`src/rtl/mcu_mem_pkg.sv`:
```
// Shared memory-subsystem definitions: refill FSM states, line geometry and
// the L2 free-space helper.
package mcu_mem_pkg;

  typedef enum logic [1:0] {
    ST_IDLE  = 2'd0,
    ST_REQ   = 2'd1,
    ST_DATA  = 2'd2,
    ST_DRAIN = 2'd3
  } refill_state_e;

  localparam int LINE_BYTES     = 16;
  localparam int L2_WORDS       = 4096;
  localparam int WORDS_PER_LINE = 8;

  // Unread size counts 16-bit words; one 128-bit line holds eight of them.
  function automatic logic [8:0] free_lines(input logic [11:0] unread);
    logic [11:0] room;
    room = 12'hFFF - unread;
    return room[11:3];
  endfunction

endpackage

```
`src/rtl/l2_refill_fsm.sv`:
```
// Refill sequencing: IDLE/REQ/DATA/DRAIN state machine with the per-burst
// beat counter and the inter-beat idle (timeout) counter.
module l2_refill_fsm
  import mcu_mem_pkg::*;
#(
  parameter int BURST_LINES = 8,
  parameter int TIMEOUT     = 255
) (
  input  logic          clk,
  input  logic          rst,
  input  logic          start,
  input  logic          ack,
  input  logic          valid,
  input  logic          conflict,
  output refill_state_e state,
  output logic          ready,
  output logic          accept,
  output logic          enter_req,
  output logic          timeout_hit
);

  localparam logic [3:0] LAST_BEAT  = 4'(BURST_LINES - 1);
  localparam logic [7:0] IDLE_LIMIT = 8'(TIMEOUT - 1);

  refill_state_e state_r;
  refill_state_e state_s;
  logic [3:0]    beat_cnt_r;
  logic [7:0]    idle_cnt_r;

  // State register plus beat/idle counters; both counters clear outside DATA.
  always_ff @(posedge clk) begin
    if (rst) begin
      state_r    <= ST_IDLE;
      beat_cnt_r <= 4'd0;
      idle_cnt_r <= 8'd0;
    end else begin
      state_r <= state_s;
      if (state_r != ST_DATA) begin
        beat_cnt_r <= 4'd0;
        idle_cnt_r <= 8'd0;
      end else if (accept) begin
        beat_cnt_r <= beat_cnt_r + 4'd1;
        idle_cnt_r <= 8'd0;
      end else if (idle_cnt_r != 8'hFF) begin
        idle_cnt_r <= idle_cnt_r + 8'd1;
      end else begin
        idle_cnt_r <= idle_cnt_r;
      end
    end
  end

  // Next-state and handshake decode.
  always_comb begin
    state_s     = state_r;
    ready       = 1'b0;
    accept      = 1'b0;
    enter_req   = 1'b0;
    timeout_hit = 1'b0;
    case (state_r)
      ST_IDLE: begin
        if (start) begin
          state_s   = ST_REQ;
          enter_req = 1'b1;
        end else begin
          state_s = ST_IDLE;
        end
      end
      ST_REQ: begin
        if (ack) begin
          state_s = ST_DATA;
        end else begin
          state_s = ST_REQ;
        end
      end
      ST_DATA: begin
        ready  = !conflict;
        accept = !conflict && valid;
        if (accept) begin
          if (beat_cnt_r == LAST_BEAT) begin
            state_s = ST_DRAIN;
          end else begin
            state_s = ST_DATA;
          end
        end else if (idle_cnt_r >= IDLE_LIMIT) begin
          // This idle cycle brings the count to TIMEOUT.
          timeout_hit = 1'b1;
          state_s     = ST_IDLE;
        end else begin
          state_s = ST_DATA;
        end
      end
      ST_DRAIN: state_s = ST_IDLE;
      default:  state_s = ST_IDLE;
    endcase
  end

  assign state = state_r;

endmodule

```
`src/rtl/l2_ddr_refill.sv`:
```
// DDR-side L2 refill engine: issues fixed-length DDR burst reads when the L2
// has room and writes each returned 128-bit line into L2 port B.
module l2_ddr_refill
  import mcu_mem_pkg::*;
#(
  parameter int BURST_LINES = 8,
  parameter int DDR_ADDR_W  = 28,
  parameter int TIMEOUT     = 255
) (
  input  logic                  clk_166M66,
  input  logic                  mcu_sys_rst,
  input  logic                  i_refill_enable,
  input  logic                  i_base_load,
  input  logic [DDR_ADDR_W-1:0] i_base_address,
  input  logic [11:0]           i_l2_unread_size,
  input  logic                  i_l1ddr_rw_confilicts,
  output logic                  o_ddr_rd_req,
  output logic [DDR_ADDR_W-1:0] o_ddr_rd_addr,
  output logic [3:0]            o_ddr_rd_len,
  input  logic                  i_ddr_rd_ack,
  input  logic                  i_ddr_rd_valid,
  input  logic [127:0]          i_ddr_rd_data,
  output logic                  o_ddr_rd_ready,
  output logic                  o_l2_ddr_operate_enable,
  output logic                  o_l2_ddr_rw,
  output logic [127:0]          o_l2_ddr_data,
  output logic                  o_busy,
  output logic                  o_err,
  output logic [15:0]           o_lines_written
);

  localparam logic [DDR_ADDR_W-1:0] LINE_STEP  = DDR_ADDR_W'(LINE_BYTES);
  localparam logic [DDR_ADDR_W-1:0] ALIGN_MASK = ~DDR_ADDR_W'(LINE_BYTES - 1);

  refill_state_e         state_s;
  logic                  start_s;
  logic                  ready_s;
  logic                  accept_s;
  logic                  enter_req_s;
  logic                  timeout_s;
  logic [DDR_ADDR_W-1:0] fetch_ptr_r;
  logic [DDR_ADDR_W-1:0] rd_addr_r;
  logic [3:0]            rd_len_r;
  logic [127:0]          l2_data_r;
  logic                  l2_en_r;
  logic                  err_r;
  logic [15:0]           lines_r;

  assign start_s = i_refill_enable && !i_l1ddr_rw_confilicts &&
                   (free_lines(i_l2_unread_size) >= 9'(BURST_LINES));

  l2_refill_fsm #(
    .BURST_LINES (BURST_LINES),
    .TIMEOUT     (TIMEOUT)
  ) u_fsm (
    .clk         (clk_166M66),
    .rst         (mcu_sys_rst),
    .start       (start_s),
    .ack         (i_ddr_rd_ack),
    .valid       (i_ddr_rd_valid),
    .conflict    (i_l1ddr_rw_confilicts),
    .state       (state_s),
    .ready       (ready_s),
    .accept      (accept_s),
    .enter_req   (enter_req_s),
    .timeout_hit (timeout_s)
  );

  // Datapath: fetch pointer, latched request, L2 write stage and status.
  always_ff @(posedge clk_166M66) begin
    if (mcu_sys_rst) begin
      fetch_ptr_r <= '0;
      rd_addr_r   <= '0;
      rd_len_r    <= 4'd0;
      l2_data_r   <= 128'd0;
      l2_en_r     <= 1'b0;
      err_r       <= 1'b0;
      lines_r     <= 16'd0;
    end else begin
      l2_en_r <= accept_s;
      err_r   <= timeout_s;
      if (accept_s) begin
        l2_data_r   <= i_ddr_rd_data;
        fetch_ptr_r <= fetch_ptr_r + LINE_STEP;
        lines_r     <= lines_r + 16'd1;
      end else if (state_s == ST_IDLE && i_base_load) begin
        fetch_ptr_r <= i_base_address & ALIGN_MASK;
      end
      // Address/length stay frozen from REQ entry until the next burst.
      if (enter_req_s) begin
        rd_addr_r <= fetch_ptr_r;
        rd_len_r  <= 4'(BURST_LINES - 1);
      end
    end
  end

  assign o_ddr_rd_req            = (state_s == ST_REQ);
  assign o_ddr_rd_addr           = rd_addr_r;
  assign o_ddr_rd_len            = rd_len_r;
  assign o_ddr_rd_ready          = ready_s;
  assign o_l2_ddr_operate_enable = l2_en_r;
  assign o_l2_ddr_rw             = 1'b1;
  assign o_l2_ddr_data           = l2_data_r;
  assign o_busy                  = (state_s != ST_IDLE);
  assign o_err                   = err_r;
  assign o_lines_written         = lines_r;

endmodule
```
`config.mk`:
```
export PLATFORM = sky130hd
export DESIGN_NAME = l2_ddr_refill
export DESIGN_NICKNAME = d
export VERILOG_FILES = /design/src/rtl/mcu_mem_pkg.sv /design/src/rtl/l2_refill_fsm.sv /design/src/rtl/l2_ddr_refill.sv
export SDC_FILE = /design/constraint.sdc
export NUM_CORES = 1
export LEC_CHECK = 0
export ABC_CLOCK_PERIOD_IN_PS = 2300
export CORE_MARGIN = 8
export CORE_UTILIZATION = 41
export DETAILED_ROUTE_END_ITERATION = 12
export GPL_TIMING_DRIVEN = 0
export PLACE_DENSITY = 0.8
export SLEW_MARGIN = 20
export SYNTH_ARGS = -nofsm -noshare
export SYNTH_HDL_FRONTEND = slang
export SYNTH_SLANG_ARGS = --single-unit
```
`constraint.sdc`:
```
create_clock -name clk_166M66 -period 2.3 [get_ports clk_166M66]
set_clock_uncertainty 0.1 [all_clocks]
set_input_delay 0.46 -clock clk_166M66 [delete_from_list [all_inputs] [get_ports clk_166M66]]
set_output_delay 0.46 -clock clk_166M66 [all_outputs]
set_load 0.02 [all_outputs]
```
* Word-level counts from Yosys, hierarchy flattened
Cells that the tools add are included.
Widths: inputs -> output; s select.
** Word-level totals
- Register bits after elaboration :: 217
- Output and inout port bits :: 182
** Cells by class
- $add $sub $neg :: 5
- $lt $le $gt $ge :: 2
- Equal/unequal tests :: 6
- Mux-type cells :: 13
- Bitwise gates (word level) :: 1
- Reductions and logical operators :: 11
** Operators by type and width (number)
- $mux 28 :: 2
- $add 28x5->28 const B :: 1
- $add 16x1->16 const B :: 1
- $sub 12x12->12 const A :: 1
- $ge 9x4->1 const B :: 1
- $add 8x1->8 const B :: 1
- $ge 8x8->1 const B :: 1
- $ne 8x8->1 const B :: 1
- $pmux 2 s4 :: 1
- $mux 1 :: 7
- $mux 2 :: 3
- $reduce_or 3->1 :: 2
- $add 4x1->4 const B :: 1
- $eq 2x2->1 const B :: 2
- $eq 4x3->1 const B :: 1
- $logic_and 1x1->1 :: 4
- $reduce_bool 2->1 :: 2
- $eq 2x1->1 const B :: 1
- $logic_not 2->1 :: 1
- $ne 2x2->1 const B :: 1
- $reduce_or 2->1 :: 1
- $logic_not 1->1 :: 1
- $not 1->1 :: 1

* Longest topological paths before layout
Gate-level depths: netlist (run 1).
- Depth in word-level cells :: 5
- Gate-level depth with buffers :: 7
- Depth with buffers taken out :: 6

* By module
Synthesis (run 1) repeated with hierarchy kept, for this count alone.
** Second synthesis, totals
- Cell total of the unflattened synthesis :: 862
- Area, all modules :: 8448.1 um^2
** By module, submodules not included
- l2_ddr_refill :: instances 1, cells an instance 779, area an instance 7712.4 um^2, sequential area each 3903.7 um^2
- l2_refill_fsm :: instances 1, cells an instance 83, area an instance 735.7 um^2, sequential area each 280.3 um^2

* Worst setup path after synthesis (run 1)
No wires, ideal clock.
- Path kind :: input-to-reg
- Start point :: input i_l1ddr_rw_confilicts
- End point :: register lines_r[15] (netlist: o_lines_written[15])
- Data arrival time :: 1.747 ns
- Required time :: 2.079 ns
- Path slack :: 0.332 ns
- Stages on the path :: 6
- Cell sequence :: nand4bb_1 > buf_4 > or2_1 > clkbuf_2 > nor4_1 > mux2_2
** Between the ends
- Cells in the longest elaborated chain, start to end :: 3
** Ends and longest elaborated chain
- start: declaration :: line l2_ddr_refill.sv:16 : input logic i_l1ddr_rw_confilicts,
- $logic_not 1->1 :: line l2_refill_fsm.sv:77 : accept = !conflict && valid;
- $logic_and 1x1->1 :: line l2_refill_fsm.sv:77
- $mux 1 :: line l2_refill_fsm.sv:59 : case (state_r)
- end signal: assignment :: line l2_ddr_refill.sv:85 : lines_r <= lines_r + 16'd1;
- end: declaration :: line l2_ddr_refill.sv:47 : logic [15:0] lines_r;
Every way passes these cells.
A chain may end at the register's enable or synchronous reset.

* Worst setup path in the final report (run 1)
- Start point :: register lines_r[2] (netlist: o_lines_written[2])
- End point :: output o_lines_written[2]
** RTL lines
- end: declaration :: line l2_ddr_refill.sv:29 : output logic [15:0] o_lines_written
No word-level cell between the ends.

==> metrics.md, run 1 <==
| Metric | Value |
|---|---|
| Critical Path AT | 1.66 ns |
| Vias | 7174 |
| Worst-Skew Late Latency | 0.49 ns |
| Largest cells by area after synthesis | sky130_fd_sc_hd__dfxtp_1, sky130_fd_sc_hd__a22o_1, sky130_fd_sc_hd__mux2i_1 |
| Post-DR vias/cell | 5.38 |
| Synthesized netlist cell count | 713 |
| Clock tree from TritonCTS | yes |
| Critical Path Sink Type | primary output |
| Startpoint of the lowest-slack register-to-register path | u_fsm.state[1] |
| Power consumption | 0.00817 W |
| Biggest cell delay along the critical path | roughly 0.7 ns |
| Final design area excluding fillers | 0.0122 mm² |
| Number of cells on the critical path | 1 |
| Maximum level of the CTS H-tree | 1 |
| Sum of overflow across all layers after global routing | 0 |
| Netlist cell types | 60 |
| Max Clk Rate | 451 MHz |
| Routed wire length per instance | 20.9 µm |
| Initial Util | between 40% and 50% |
| Buffer and inverter count on the worst path | 1 |
| Area enclosed by the die boundary | 0.0233 mm² |
| Cells along the critical path | clkdlybuf4s50_1 |
| Worst Tran Pin Value | 0.579 ns |
| Root buffer cell | sky130_fd_sc_hd__clkbuf_16 |
| Ratio of final minimum period to clock period | 96.4% |
| Setup TNS | 0 ns |
| GP Congestion | 0.843 |
| Share of the core filled with cells | 65.7% |
| Total half-perimeter wirelength after legalization and detailed placement | 21500 µm |
| Cell area reported after detailed placement | ~0.011 mm² |
| Layout-stage area growth over the synthesis result | 58.5% |
| Port Buffers | 340 |
| Most common library cell in the layout ignoring fill and taps | sky130_fd_sc_hd__clkdlybuf4s50_1 |
| FF+latch count, synth | roughly 210 |
| Final hold violation count | 0 |
| Clock tree buffer depth | 3 |
| Static Leakage | ~4.6 nW |
| Flop-to-flop setup slack | 0.18 ns |
| Total wirelength of the detailed-routed design | 27900 µm |
| Synth area leader | sky130_fd_sc_hd__dfxtp_1 |
| Antenna Nets Post-Route | 0 |
| Timing endpoint of the critical path | o_lines_written[2] |
| Clock net sink count | 209 |
| FF-to-FF End | o_l2_ddr_data[122] |
| Slowest-stage cell, CP | sky130_fd_sc_hd__clkdlybuf4s50_1 |
| Pin count of the biggest net entering global routing | 13 |
| Number of antenna violations at the first check in global routing | 4 |
| Pre-CTS WS | -0.532 ns |
| Most used cells in the layout excluding fill and tap cells | sky130_fd_sc_hd__clkdlybuf4s50_1, sky130_fd_sc_hd__dfxtp_1, sky130_fd_sc_hd__a22o_1, sky130_fd_sc_hd__nor2_1, sky130_fd_sc_hd__nand2_1 |
| Global-route wire length before repair | 42900 µm |
| Total DRC errors in the routed layout | 0 |
| Number of I/O pins | 357 |
| Synth warnings | 0 |
| Top FF cell, synth | sky130_fd_sc_hd__dfxtp_1 |
| Final slew viol count | 0 |
| Power density over cell area | 672 mW/mm² |
| Number of maximum-capacitance constraint violations | 0 |
| Cell family with the largest share of critical-path delay | buffers and inverters |
| Cell row count | 50 |
| Number of synthesized flops with an enable pin | 0 |
| Post-Syn Area per Cell | 10.8 µm² |
| Worst supply voltage drop on vdd | between 0.4 and 0.5 mV |
| First-pass iteration count of the detailed router | 5 |
| Floorplan core area | 0.0185 mm² |
| Proportion of synthesized flip-flops having asynchronous set or reset | 0% |
| Depth of the worst register-to-register path | 7 |
| CP max FO | 6 |
| Number of hold buffers added after cts | 0 |
| Final setup viols | 0 |
| Proportion of netlist area held by the largest area contributor | 54.5% |
| Result of the run | finished, final reports clean |
| Startpoint Class | flop |
| RSZ-0062 raised after global routing | no |
| Overall routing resource usage | a little under a quarter |
| Data required time of the critical path | 1.74 ns |
| Total number of nets in the final design | ~1.3k |
| Time the final worst path needs with I/O delays and setup | about 2.2 ns |
| TritonCTS buffer count | 23 |
| Slew margin rel. | about 61% |
| Final setup slack of the worst path | 0.0817 ns |
| Floorplan die width | 153 µm |
| Via count of the first global-routing pass | 7165 |
| Post-Synthesis Cell Area | 0.00767 mm² |
| Detailed router's first-iteration violation count | about 350 |
| Launch point of the worst path | o_lines_written[2] |
| Fraction of layout instances using a drive strength above 1 | between 8 and 9% |
| Worst min path class | flop to flop |
| Die H | 153 µm |
| Clock input transition at the sequential cells of the worst setup and hold paths | 0.06 ns |
| Sequential cell area fraction in the yosys report | 54.5% |
| Start-to-end type of the worst setup path | flop to primary output |
[routing by layer]
metal	wire, µm	vias to the layer above	GRT usage, %
met5	11	-	0
met4	1020	2	8.72
met3	2280	57	7.66
met2	13500	295	39.2
met1	11000	3413	26.4
li1	-	3407	-
[area by class of cell]
cell class,count,area (µm²)
Clock inverter,3,65.1
Tap cell,234,293
Clock buffer,36,694
Timing Repair Buffer,340,3400
Fill cell,1454,6360
Multi-Input combinational cell,439,3140
Inverter,8,30.0
Buffer,61,347
Antenna cell,3,7.51
Sequential cell,209,4180
[report_power, final]
part | switching [W] | total, W | leakage (nW) | internal [W]
Clock | 0.00141 | 0.00369 | 0.373 | 0.00228
Combinational | 0.000310 | 0.000730 | 2.57 | 0.000421
Sequential | 0.0000688 | 0.00376 | 1.69 | 0.00369
Total | 0.00179 | 0.00817 | 4.63 | 0.00639
[worst min path at each step]
stage | from | endpoint | depth (start not counted)
floorplan | u_fsm.beat_cnt_r[3] | u_fsm.beat_cnt_r[3] | 2
global placement | o_l2_ddr_data[32] | o_l2_ddr_data[32] | 1
detailed placement | o_l2_ddr_data[9] | o_l2_ddr_data[9] | 1
CTS | o_l2_ddr_data[70] | o_l2_ddr_data[70] | 1
global route | o_l2_ddr_data[45] | o_l2_ddr_data[45] | 1
finish | o_l2_ddr_data[70] | o_l2_ddr_data[70] | 1
[cells in the mapped netlist, drive strengths merged, types with 5 or more instances]
library cell / n
or3: 5
xor2: 9
and4: 5
xnor2: 6
a31oi: 15
dfxtp: 209
clkbuf: 19
or4: 17
mux2i: 26
ha: 5
a21oi: 15
nor2: 52
a22o: 129
nand3: 17
inv: 7
o311ai: 8
buf: 41
nor3: 6
nand4: 15
o211ai: 9
nand2: 38
o31ai: 6
[registers in the layout (all words and copies together), names as in the netlist]
| signal | count |
|---|---|
| o_l2_ddr_data | 128 |
| o_ddr_rd_len | 1 |
| o_lines_written | 16 |
| o_err | 1 |
| u_fsm.beat_cnt_r | 4 |
| u_fsm.idle_cnt_r | 8 |
| o_ddr_rd_addr | 24 |
| u_fsm.state | 2 |
| fetch_ptr_r | 24 |
| o_l2_ddr_operate_enable | 1 |
[per-stage QoR]
| stage | std cells | hold slack [ns] |
|---|---|---|
| 2_1_floorplan | 717 | 0.372 |
| 3_3_place_gp | 1291 | 0.360 |
| 3_5_place_dp | 1291 | 0.363 |
| 4_1_cts | 1330 | 0.381 |
| 5_1_grt | 1333 | 0.386 |
| 6_report | 1333 | 0.375 |
[what timing repair did]
item                       in CTS  in global routing
setup buffers                   0                  0
setup endpoints to repair      14                 16
resized for setup               5                  5
[cells by family (layout without fill, tap and decap cells)]
group           after synthesis  count (layout)  synth area share (%)
compound gates              201             201                  21.2
fa+ha+maj                     5               5                 0.816
flops                       209             209                  54.5
simple gates                183             183                  13.0
mux                          29              29                  3.83
other cells                   2               9                0.0979
xor+xnor                     15              15                  1.71
buf+inv                      69             448                  4.78
No activity file was read; power rests on OpenSTA's default activity.
==> inputs of run 2 (changes only) <==
--- a/config.mk
+++ b/config.mk
@@ -6,6 +6,7 @@
 export NUM_CORES = 1
 export LEC_CHECK = 0
 export ABC_CLOCK_PERIOD_IN_PS = 2300
+export CAP_MARGIN = 20
 export CORE_MARGIN = 8
 export CORE_UTILIZATION = 41
 export DETAILED_ROUTE_END_ITERATION = 12
==> results of run 2 <==
Same layout as run 1: the final DEF is identical, and so are final timing and power.
==> inputs of run 3 (changes only) <==
--- a/config.mk
+++ b/config.mk
@@ -11,6 +11,7 @@
 export CORE_UTILIZATION = 41
 export DETAILED_ROUTE_END_ITERATION = 12
 export GPL_TIMING_DRIVEN = 0
+export MAX_ROUTING_LAYER = met4
 export PLACE_DENSITY = 0.8
 export SLEW_MARGIN = 20
 export SYNTH_ARGS = -nofsm -noshare
==> run 3 against run 2 <==
Sequential power hardly changed. Combinational power is essentially flat. Die area stayed put. Critical path depth did not move. Global-route usage increased by 0.67 points. Register-to-register slack is essentially flat. Design area barely moved. Hold slack better by 0.00081 ns. Via count is 0.42% lower. Total power about the same. Core utilization barely moved. Non-clock buffer count is the same. Critical endpoint unchanged. Largest cell class unchanged.
==> metrics.md, run 3 (synthesis results as in run 1) <==
| Metric | Value |
|---|---|
| Total half-perimeter wirelength after legalization and detailed placement | 21500 µm (unchanged) |
| Flop-to-flop setup slack | 0.18 ns (about the same) |
| Worst-Skew Late Latency | 0.49 ns (about the same) |
| Time the final worst path needs with I/O delays and setup | 2.21 ns (-0.00362 ns) |
| Final hold violation count | 0 (unchanged) |
| Sum of overflow across all layers after global routing | 0 (unchanged) |
| Worst hold start | o_l2_ddr_data[70] |
| Data required time of the critical path | 1.74 ns (about the same) |
| Slowest-stage cell, CP | sky130_fd_sc_hd__clkdlybuf4s50_1 |
| Ratio of final minimum period to clock period | 96.3% (-0.16 points) |
| Port Buffers | 340 (unchanged) |
| Number of cells on the critical path | 1 (unchanged) |
| Number of flip-flops in the largest register | 128 (unchanged) |
| Power density over cell area | 672 mW/mm² (about the same) |
| Vias | 7144 (-0.42%) |
| Floorplan core area | 0.0185 mm² (unchanged) |
| Total wirelength of the detailed-routed design | 27900 µm (about the same) |
| Clock tree from TritonCTS | yes |
| Number of I/O pins | 357 (unchanged) |
| Area enclosed by the die boundary | 0.0233 mm² (unchanged) |
| Overall routing resource usage | 23.7% (+0.67 points) |
| Maximum level of the CTS H-tree | 1 (unchanged) |
| Pre-CTS WS | -0.532 ns (unchanged) |
| Number of hold buffers added after cts | 0 (unchanged) |
| Biggest cell delay along the critical path | 0.70 ns (about the same) |
| Startpoint of the lowest-slack register-to-register path | u_fsm.state[0] |
| Post CTS Setup Buffer Count | 0 (unchanged) |
| Cells along the critical path | clkdlybuf4s50_1 |
| Clock net sink count | 209 (unchanged) |
| Result of the run | finished, final reports clean |
| Worst min path class | flop to flop |
| Total DRC errors in the routed layout | 0 (unchanged) |
| Critical Path AT | 1.65 ns (about the same) |
| First-pass iteration count of the detailed router | 5 (unchanged) |
| Clock input transition at the sequential cells of the worst setup and hold paths | 0.06 ns (about the same) |
| CP max FO | 6 (unchanged) |
| Total number of nets in the final design | 1262 (unchanged) |
| Final setup viols | 0 (unchanged) |
| Startpoint Class | flop |
| GP Congestion | 0.856 (+1.6%) |
| RSZ-0062 raised after global routing | no |
| Final setup slack of the worst path | 0.0853 ns (+0.00362 ns) |
| Cell family with the largest share of critical-path delay | buffers and inverters |
| Initial Util | 41.4% (unchanged) |
| Floorplan die width | 153 µm (unchanged) |
| Antenna Nets Post-Route | 0 (unchanged) |
| Timing endpoint of the critical path | o_lines_written[2] |
| Setup TNS | 0 ns (unchanged) |
| Root buffer cell | sky130_fd_sc_hd__clkbuf_16 |
| Worst supply voltage drop on vdd | 0.470 mV (+0.46%) |
| Pin count of the biggest net entering global routing | 13 (unchanged) |
| Cell row count | 50 (unchanged) |
| Most used cells in the layout excluding fill and tap cells | sky130_fd_sc_hd__clkdlybuf4s50_1, sky130_fd_sc_hd__dfxtp_1, sky130_fd_sc_hd__a22o_1, sky130_fd_sc_hd__nor2_1, sky130_fd_sc_hd__nand2_1 |
| FF-to-FF End | o_l2_ddr_data[2] |
| Static Leakage | 4.63 nW (unchanged) |
| Start-to-end type of the worst setup path | flop to primary output |
| Routed wire length per instance | 20.9 µm (about the same) |
| Most common library cell in the layout ignoring fill and taps | sky130_fd_sc_hd__clkdlybuf4s50_1 |
| Worst Tran Pin Value | 0.566 ns (-0.0132 ns) |
| Depth of the worst register-to-register path | 6 (-1) |
| TritonCTS buffer count | 23 (unchanged) |
| Slew margin rel. | 62.3% (+0.88 points) |
| Max Clk Rate | 452 MHz (+0.16%) |
| Fraction of layout instances using a drive strength above 1 | 8.67% (unchanged) |
| Post-DR vias/cell | 5.36 (-0.49%) |
| Detailed router's first-iteration violation count | 336 (-3.2%) |
| Number of maximum-capacitance constraint violations | 0 (unchanged) |
| Final slew viol count | 0 (unchanged) |
| Buffer and inverter count on the worst path | 1 (unchanged) |
| Launch point of the worst path | o_lines_written[2] |
| Number of antenna violations at the first check in global routing | 4 (unchanged) |
| Clock tree buffer depth | 3 (unchanged) |
| Critical Path Sink Type | primary output |
| Global-route wire length before repair | 42900 µm (about the same) |
| Via count of the first global-routing pass | 7166 (+0.014%) |
| Layout-stage area growth over the synthesis result | 58.5% (about the same) |
| Die H | 153 µm (unchanged) |
-- run 3: changes by cell type in the layout (fill, tap and decap cells not counted) --
cell	change
sky130_fd_sc_hd__diode_2	+1
-- run 3: how the worst min path moves through the flow --
stage,end,depth (start not counted)
finish,o_l2_ddr_data[70],1
global route,o_l2_ddr_data[94],1
CTS,o_l2_ddr_data[70],1
detailed placement,o_l2_ddr_data[9],1
global placement,o_l2_ddr_data[32],1
floorplan,u_fsm.beat_cnt_r[3],2
-- run 3: power breakdown --
part           total (W)  switching (W)  internal (W)  leakage, nW
registers        0.00376      0.0000690       0.00369         1.69
logic           0.000730       0.000309      0.000421         2.57
clock network    0.00369        0.00141       0.00228        0.373
-- run 3: stage by stage --
step,instance area (µm²),power (W),instances,hold slack [ns],util [%]
floorplan,7690,0.00410,717,0.372,-
global placement,11400,0.00455,1291,0.360,61.5
detailed placement,11400,0.00456,1291,0.363,61.5
CTS,12100,0.00825,1330,0.381,65.6
global route,12200,0.00845,1334,0.389,65.7
finish,12200,0.00817,1334,0.376,65.7
-- run 3: repair_timing --
item | in CTS | in global routing
setup endpoints to repair | 14 | 18
resized for setup | 5 | 5
hold endpoints to repair | 0 | 0
cloned | 0 | 0
-- run 3: layout make-up --
| type | instances | area (µm²) |
|---|---|---|
| buffer | 61 | 347 |
| antenna | 4 | 10.0 |
| sequential | 209 | 4180 |
| inverter | 8 | 30.0 |
| multi-input combinational | 439 | 3140 |
| clock buffer | 36 | 694 |
| timing repair buffer | 340 | 3400 |
| tap | 234 | 293 |
| clock inverter | 3 | 65.1 |
| fill | 1454 | 6360 |
-- run 3: routing by layer --
layer,part of all wire (%),vias up,GRT usage [%]
met5,0,-,-
met4,3.1,0,8.72
met3,7.3,55,7.03
met2,49,291,39.2
met1,40,3392,26.9
li1,-,3406,-
